`src/rtl/riscv_mmio_uart.sv`:
```
// Memory-mapped 8N1 UART transmitter with a TX FIFO, sitting on the riscv core's data bus.
// Also muxes the core's read data between the UART register window and data RAM.
module riscv_mmio_uart #(
  parameter logic [29:0] MMIO_BASE    = 30'h3FFF_FFC0,
  parameter int          CLKS_PER_BIT = 16,
  parameter int          FIFO_DEPTH   = 4
) (
  input  logic        clk,
  input  logic        rst,
  input  logic [29:0] mem_addr,
  input  logic        mem_write,
  input  logic [31:0] mem_write_data,
  input  logic [31:0] ram_read_data,
  output logic [31:0] mem_read_data,
  output logic        tx,
  output logic        tx_busy
);

  localparam int PW = $clog2(FIFO_DEPTH);
  localparam int CW = PW + 1;
  localparam int TW = $clog2(CLKS_PER_BIT);

  typedef enum logic [1:0] {S_IDLE, S_START, S_DATA, S_STOP} state_e;

  state_e          state_q, state_d;
  logic [TW-1:0]   timer_q, timer_d;
  logic [2:0]      bit_idx_q, bit_idx_d;
  logic [7:0]      shift_q, shift_d;
  logic            tx_q, tx_d;
  logic            tx_busy_q, tx_busy_d;
  logic [PW-1:0]   wptr_q, wptr_d;
  logic [PW-1:0]   rptr_q, rptr_d;
  logic [CW-1:0]   count_q, count_d;
  logic            overflow_q, overflow_d;
  logic            enable_q, enable_d;
  logic [7:0]      fifo_mem [FIFO_DEPTH];

  logic [29:0] offset;
  logic        hit, wr_txdata, wr_status, wr_ctrl;
  logic        fifo_full, fifo_empty, last_tick, pop, push_ok;
  logic [31:0] status_word;

  // Address decode: the subtraction wraps, so anything below the base lands far above 3.
  assign offset     = mem_addr - MMIO_BASE;
  assign hit        = (offset < 30'd4);
  assign wr_txdata  = mem_write && hit && (offset[1:0] == 2'd0);
  assign wr_status  = mem_write && hit && (offset[1:0] == 2'd1);
  assign wr_ctrl    = mem_write && hit && (offset[1:0] == 2'd2);

  assign fifo_full  = (count_q == CW'(FIFO_DEPTH));
  assign fifo_empty = (count_q == '0);
  assign last_tick  = (timer_q == TW'(CLKS_PER_BIT - 1));

  // Serializer next-state logic.
  always_comb begin
    // NOTE: every variable gets a default before the case so no latch is inferred.
    state_d   = state_q;
    timer_d   = timer_q + TW'(1);
    bit_idx_d = bit_idx_q;
    shift_d   = shift_q;
    pop       = 1'b0;
    case (state_q)
      S_IDLE: begin
        timer_d = '0;
        if (enable_q && !fifo_empty) begin
          pop     = 1'b1;
          shift_d = fifo_mem[rptr_q];
          state_d = S_START;
        end
      end
      S_START: begin
        if (last_tick) begin
          timer_d   = '0;
          bit_idx_d = '0;
          state_d   = S_DATA;
        end
      end
      S_DATA: begin
        if (last_tick) begin
          timer_d   = '0;
          shift_d   = shift_q >> 1;
          bit_idx_d = bit_idx_q + 3'd1;
          if (bit_idx_q == 3'd7) state_d = S_STOP;
        end
      end
      S_STOP: begin
        if (last_tick) begin
          timer_d = '0;
          if (enable_q && !fifo_empty) begin
            pop     = 1'b1;
            shift_d = fifo_mem[rptr_q];
            state_d = S_START;
          end else begin
            state_d = S_IDLE;
          end
        end
      end
      default: state_d = S_IDLE;
    endcase

    // tx is registered from the next state so the line changes on the same edge as the state.
    case (state_d)
      S_START: tx_d = 1'b0;
      S_DATA:  tx_d = shift_d[0];
      default: tx_d = 1'b1;
    endcase
    tx_busy_d = (state_d != S_IDLE);
  end

  // FIFO bookkeeping and control registers.
  always_comb begin
    push_ok = wr_txdata && (!fifo_full || pop);
    wptr_d  = push_ok ? wptr_q + PW'(1) : wptr_q;
    rptr_d  = pop ? rptr_q + PW'(1) : rptr_q;
    case ({push_ok, pop})
      2'b10:   count_d = count_q + CW'(1);
      2'b01:   count_d = count_q - CW'(1);
      default: count_d = count_q;
    endcase
    if (wr_txdata && !push_ok)                 overflow_d = 1'b1;
    else if (wr_status && mem_write_data[3])   overflow_d = 1'b0;
    else                                       overflow_d = overflow_q;
    enable_d = wr_ctrl ? mem_write_data[0] : enable_q;
  end

  always_ff @(posedge clk) begin
    // NOTE: state registers use non-blocking assignments so all of them update together.
    if (!rst) begin
      state_q    <= S_IDLE;
      timer_q    <= '0;
      bit_idx_q  <= '0;
      shift_q    <= '0;
      tx_q       <= 1'b1;
      tx_busy_q  <= 1'b0;
      wptr_q     <= '0;
      rptr_q     <= '0;
      count_q    <= '0;
      overflow_q <= 1'b0;
      enable_q   <= 1'b1;
    end else begin
      state_q    <= state_d;
      timer_q    <= timer_d;
      bit_idx_q  <= bit_idx_d;
      shift_q    <= shift_d;
      tx_q       <= tx_d;
      tx_busy_q  <= tx_busy_d;
      wptr_q     <= wptr_d;
      rptr_q     <= rptr_d;
      count_q    <= count_d;
      overflow_q <= overflow_d;
      enable_q   <= enable_d;
    end
  end

  // NOTE: FIFO storage is not reset; the pointers and count alone decide what is valid.
  always_ff @(posedge clk) begin
    if (push_ok) fifo_mem[wptr_q] <= mem_write_data[7:0];
  end

  assign status_word = {24'b0, 4'(count_q), overflow_q, tx_busy_q, fifo_empty, fifo_full};

  always_comb begin
    mem_read_data = ram_read_data;
    if (hit) begin
      case (offset[1:0])
        2'd1:    mem_read_data = status_word;
        2'd2:    mem_read_data = {31'b0, enable_q};
        default: mem_read_data = '0;
      endcase
    end
  end

  assign tx      = tx_q;
  assign tx_busy = tx_busy_q;

  logic unused_wdata;
  assign unused_wdata = &{1'b0, mem_write_data[31:8]};

endmodule
```
`config.mk`:
```
export PLATFORM = sky130hd
export DESIGN_NAME = riscv_mmio_uart
export DESIGN_NICKNAME = d
export VERILOG_FILES = /design/src/rtl/riscv_mmio_uart.sv
export SDC_FILE = /design/constraint.sdc
export NUM_CORES = 1
export LEC_CHECK = 0
export BUFFER_PORTS_ARGS = -buffer_cell sky130_fd_sc_hd__buf_4
export CAP_MARGIN = 10
export CORE_UTILIZATION = 44
export DETAILED_ROUTE_END_ITERATION = 6
export GPL_ROUTABILITY_DRIVEN = 0
export MAX_ROUTING_LAYER = met4
export PLACE_DENSITY = 0.74
export SYNTH_ARGS = -nofsm -noshare
export SYNTH_HDL_FRONTEND = slang
export SYNTH_SLANG_ARGS = --single-unit
```
`constraint.sdc`:
```
create_clock -name clk -period 6.6 [get_ports clk]
set_input_delay 0.33 -clock clk [delete_from_list [all_inputs] [get_ports clk]]
set_output_delay 0.33 -clock clk [all_outputs]
set_load 0.005 [all_outputs]
```
## After elaboration in Yosys (flattened, before gate mapping)

Memory sizes are Yosys's and may differ from the RTL's. A register that Yosys moved wholly into a read port is not among the register bits.
Index checks and enable logic that the tools add are counted.

| word-level totals | value |
|---|---|
| output and inout port bits | 34 |
| memory bits (writable) | 32 |
| flip-flop bits (word level) | 28 |
| memories | 1 |
| word-level logic and storage cells | 88 |
| bits of input ports | 97 |

Memories:

| name | words | bits a word | read ports | clocked after Yosys merged registers in | write ports | RTL line | RTL |
|---|---|---|---|---|---|---|---|
| fifo_mem | 4 | 8 | 1 | 1 | 1 | 36 | `logic [7:0] fifo_mem [FIFO_DEPTH];` |

| cells by class | value |
|---|---|
| $lt $le $gt $ge | 1 |
| reductions and logical operators | 23 |
| equality and inequality tests | 15 |
| add/sub/neg operators | 7 |
| multiplexer cells | 29 |

Operators by type and width:

| operator | number |
|---|---|
| $mux 32 | 1 |
| $lt 30x3->1 const B | 1 |
| $sub 30x30->30 const B | 1 |
| $mux 8 | 3 |
| $pmux 8 s3 | 1 |
| $mux 2 | 7 |
| $pmux 7 s2 | 1 |
| $pmux 3 s2 | 2 |
| $eq 2x2->1 const B | 5 |
| $eq 2x1->1 const B | 4 |
| $logic_and 1x1->1 | 8 |
| $pmux 2 s4 | 1 |
| $pmux 4 s2 | 1 |
| $reduce_bool 2->1 | 4 |
| $mux 1 | 7 |
| $add 3x1->3 const B | 2 |
| $eq 3x3->1 const B | 2 |
| $mux 3 | 2 |
| $ne 2x2->1 const B | 3 |
| $reduce_and 3->1 | 2 |
| $add 2x1->2 const B | 2 |
| $add 4x1->4 const B | 1 |
| $eq 4x4->1 const B | 1 |
| $logic_not 2->1 | 2 |
| other kinds (8) | 11 |

## Logic depth before layout (Yosys ltp)

| depth | value |
|---|---|
| word-level depth | 11 |
| gate-level depth with buffers | 10 |
| gate-level depth less buffers | 10 |

## Least setup slack after synthesis

No wires, ideal clock.

| timing path | value |
|---|---|
| path kind | reg-to-reg |
| from | register state_q[0] |
| to | register count_q[2] |
| buffers on the path | 0 |
| data required time | 6,479 ps |
| setup time | 121 ps |
| cell stages (with the launch flop) | 10 |
| clock period less this slack | 2,445 ps |
| data arrival time | 2,323 ps |
| path slack | 4,155 ps |
| cells stage by stage | dfxtp_1 > ha_1 > a41oi_1 > or3_1 > a21oi_1 > inv_1 > fa_1 > and4b_1 > a21oi_1 > mux2i_1 |

| on the way | value |
|---|---|
| longest elaborated chain between the ends | 6 |
| elaborated cells between the ends (all ways) | 9 |
| classes of those cells | eq/ne: 3; mux: 2; reduce/logical: 4 |

Ends and longest elaborated chain:

| element | RTL line | RTL |
|---|---|---|
| from (decl) | 25 | `state_e state_q, state_d;` |
| from (signal assigned) | 141 | `state_q <= state_d;` |
| $eq 2x2->1 / $logic_not 2->1 (equally long branches) | 62 | `case (state_q)` |
| $pmux 1 s2 * | 62 |  |
| $logic_or 1x1->1 | 112 | `push_ok = wr_txdata && (!fifo_full \|\| pop);` |
| $logic_and 1x1->1 | 112 |  |
| $eq 2x1->1 / $eq 2x2->1 (equally long branches) | 115 | `case ({push_ok, pop})` |
| $pmux 3 s2 / $reduce_bool 2->1 (equally long branches) | -- |  |
| to (signal assigned) | 149 | `count_q <= count_d;` |
| to (decl) | 33 | `logic [CW-1:0] count_q, count_d;` |

Every way passes the cells marked *; elsewhere a longest branch is shown, timed or not.
A chain may end at the register's enable or synchronous reset.

## Worst setup path in the final report

| timing path | value |
|---|---|
| from | input mem_addr[15] |
| to | output mem_read_data[0] |

| on the way | value |
|---|---|
| longest elaborated chain between the ends | 3 |

Ends and longest elaborated chain:

| element | RTL line | RTL |
|---|---|---|
| from (decl) | 10 | `input logic [29:0] mem_addr,` |
| $sub 30x30->30 | 44 | `assign offset = mem_addr - MMIO_BASE;` |
| $lt 30x3->1 | 45 | `assign hit = (offset < 30'd4);` |
| $mux 32 | 164 | `if (hit) begin` |
| to (decl) | 14 | `output logic [31:0] mem_read_data,` |

No other way between the ends.

==> flow_summary.ini <==
[drt]
drtAntennaViolNets = 0
drcViolationCount = 0
wl_per_cell_um = 13.7
drt_wl_total_um = 7090
drt_pass1_iterations = 4
drt_first_iter_violations = 166
vias = 2603
avgViaCountPerCell = 5.02

[min_path]
min_to = fifo_mem[2][2]
hold_path_class = in -> reg
min_from = mem_write_data[2]
whs_path_depth = 1

[job]
maxCapViolations = 0

[die]
coreArea_um2 = 6910
initial_core_util = 0.463
pin_count = 131
die_h_um = 87.3
die_x_um = 87.3
num_rows = 30
dieArea_um2 = 7620

[synth]
async_flop_share = 0
synth.avg_cell_area_um2 = 10.2
yosys.area.top_type = edfxtp_1
synth_area_um2 = 3200
ys_types = 38
netlist_instances = 314
synth_edf_count = 32
syn_nets = 427
ys_ff_latch = 62
ys_warn_count = 0
synth.yosys.seq_area_share = 0.488
synth_top_flop_cell = edfxtp_1
netlist_top_cells_area = edfxtp_1 30%, dfxtp_1 19%, and2_1 6.3%
synth_top_area_share = 0.300

[place]
port_buffers = 106
dp.final_hpwl_um = 5370

[global_route]
grt_overflow = 0
antenna_found_initial = 0
grt_pass1_vias = 2430
grt_max_degree = 43
grt_pass1_wl_um = 11300
grt_usage = 0.199

[sta]
slew_violations = 0
hold_viol_final = 0
hold_slack_ps = 200
setup_viol = 0
rsz0062_at_grt = no
maxSlewHeadroom = 0.339
post-route-min-period_ps = 3040
tns_ps = 0
tightest_slew_ps = 992
fmax_ghz = 0.329
skew_ps = 13.5
finalCritPeriodShare = 0.460

[setup_path]
critPathMaxFanout = 42
endpoint_kind = primary output
arrival_ps = 2710
startpoint_type = input pin
crit_type = in -> out
path_buf_inv = 2
r2r-end = count_q[2]
critPathSlowestCell = or4_1
r2r-start = state_q[0]
rrSetupSlack_ps = 3650
max_stage_delay_ps = 1020
reg2reg_depth = 9
path_cells = buf_4, nand4_1, or4_1, or4_1, o21ai_0, buf_4
cp_data_required_time_ps = 6270
cpLargestDelayFamily = simple AND/OR/NAND/NOR gates

[pwr]
total_power_mw = 1.26
irDropWorstVdd_uv = 149
power_density_nw_per_um2 = 295
p_leak_nw = 1.76

[clock_network]
cts_setup_buffers = 0
cts_tree = yes
htree_levels = 3
post_cts_resized = 0
clkSlewWorstSetupHoldPaths_ps = 60
clock-sinks = 62
cts_made_buffers = 9
cts_root_buffer = clkbuf_8
insertion_delay_ps = 330
holdBufCountCts = 0
clk_path_buf_depth = 2

[status]
status = finished, final reports clean

[layout]
n_antenna_cell = 0
area_delta_synth_final_pct = 33.5
drive_above_1_share = 0.300
layout.nets = 531
sequential cells by signal (all words and copies together) (netlist names), named ones only:
register,count
state_q,2
enable_q,1
count_q,3
overflow_q,1
fifo_mem,32
wptr_q,2
tx_busy,1
bit_idx_q,3
timer_q,4
shift_q,8
rptr_q,2
tx,1
through the flow:
stage / setup slack [ps] / utilization / instance area, µm² / instances
5_1_grt: 3350 / 0.619 / 4270 / 519
3_3_place_gp: 3590 / 0.589 / 4070 / 503
6_report: 3560 / 0.619 / 4270 / 519
3_5_place_dp: 3560 / 0.589 / 4070 / 503
4_1_cts: 3560 / 0.619 / 4270 / 519
2_1_floorplan: 4160 / - / 3200 / 314
worst reg2reg max path, delay by kind of cell, from the launching register on:
kind	cells	cell delay [ps]
compound gates	3	690
fa+ha+maj	2	690
buf+inv	1	90
flops	1	440
mux	1	130
simple gates	2	780
synth_stat cells (2+ instances only):
master,count
xor2_1,2
nor3_1,7
o31ai_1,3
a21oi_1,8
nor2_1,29
a22oi_1,9
nand3b_1,2
and3_1,2
inv_1,16
nand3_1,7
clkbuf_1,11
nor4_1,2
a31oi_1,2
dfxtp_1,30
ha_1,15
mux2i_1,13
o21ai_0,23
nand4_1,3
xnor2_1,3
or3_1,3
and2_1,32
mux4_2,8
nand2_1,34
edfxtp_1,32
nand2b_1,2
or4_1,3
buf_2,2
metal layers:
| layer | vias to the layer above | part of all wire | GRT usage |
|---|---|---|---|
| li1 | 1324 | - | - |
| met1 | 1207 | 0.44 | 0.254 |
| met2 | 68 | 0.51 | 0.310 |
| met3 | 4 | 0.039 | 0.0408 |
| met4 | 0 | 0.0075 | 0.0790 |
| met5 | - | 0 | - |
kinds of logic after synthesis:
kind of cell	count (synthesis)	share of synthesized area
xor gates and xnor gates	5	0.0137
muxes	21	0.0969
DFF	62	0.488
AOI/OAI and AO/OA	51	0.0970
buffers and inverters	29	0.0348
and+or+nand+nor	130	0.205
adders and majority gates	16	0.0649
where the power goes:
| group | internal, mW | switching (mW) | total, mW |
|---|---|---|---|
| clock | 0.213 | 0.135 | 0.347 |
| sequential | 0.445 | 0.0453 | 0.490 |
| combinational | 0.211 | 0.211 | 0.422 |
| total | 0.869 | 0.391 | 1.26 |
layout make-up:
type                       count  area [µm²]
clock buffer                  12         135
clock inverter                 4        72.6
fill                         612        2630
inverter                      16        60.1
multi-input combinational    223        1530
sequential                    62        1560
tap                           96         120
timing repair buffer         106         796
how the worst max path moves through the flow:
stage                       from               end  cells after the start
CTS                 mem_addr[15]  mem_read_data[0]                      6
detailed placement  mem_addr[15]  mem_read_data[0]                      6
global placement    mem_addr[15]  mem_read_data[0]                      6
global route        mem_addr[15]  mem_read_data[0]                      7
finish              mem_addr[15]  mem_read_data[0]                      6
floorplan             state_q[0]        count_q[2]                      9
cell usage in the layout (no fill, tap or decap), types with 7 or more instances in the layout:
| cell type | n |
|---|---|
| a21oi_1 | 8 |
| a22oi_1 | 9 |
| and2_1 | 32 |
| buf_4 | 106 |
| clkbuf_8 | 9 |
| dfxtp_1 | 30 |
| edfxtp_1 | 32 |
| ha_1 | 15 |
| inv_1 | 16 |
| mux2i_1 | 13 |
| mux4_2 | 8 |
| nand2_1 | 34 |
| nand3_1 | 7 |
| nor2_1 | 29 |
| nor3_1 | 7 |
| o21ai_0 | 23 |
Power figures use the tool's default switching activity.
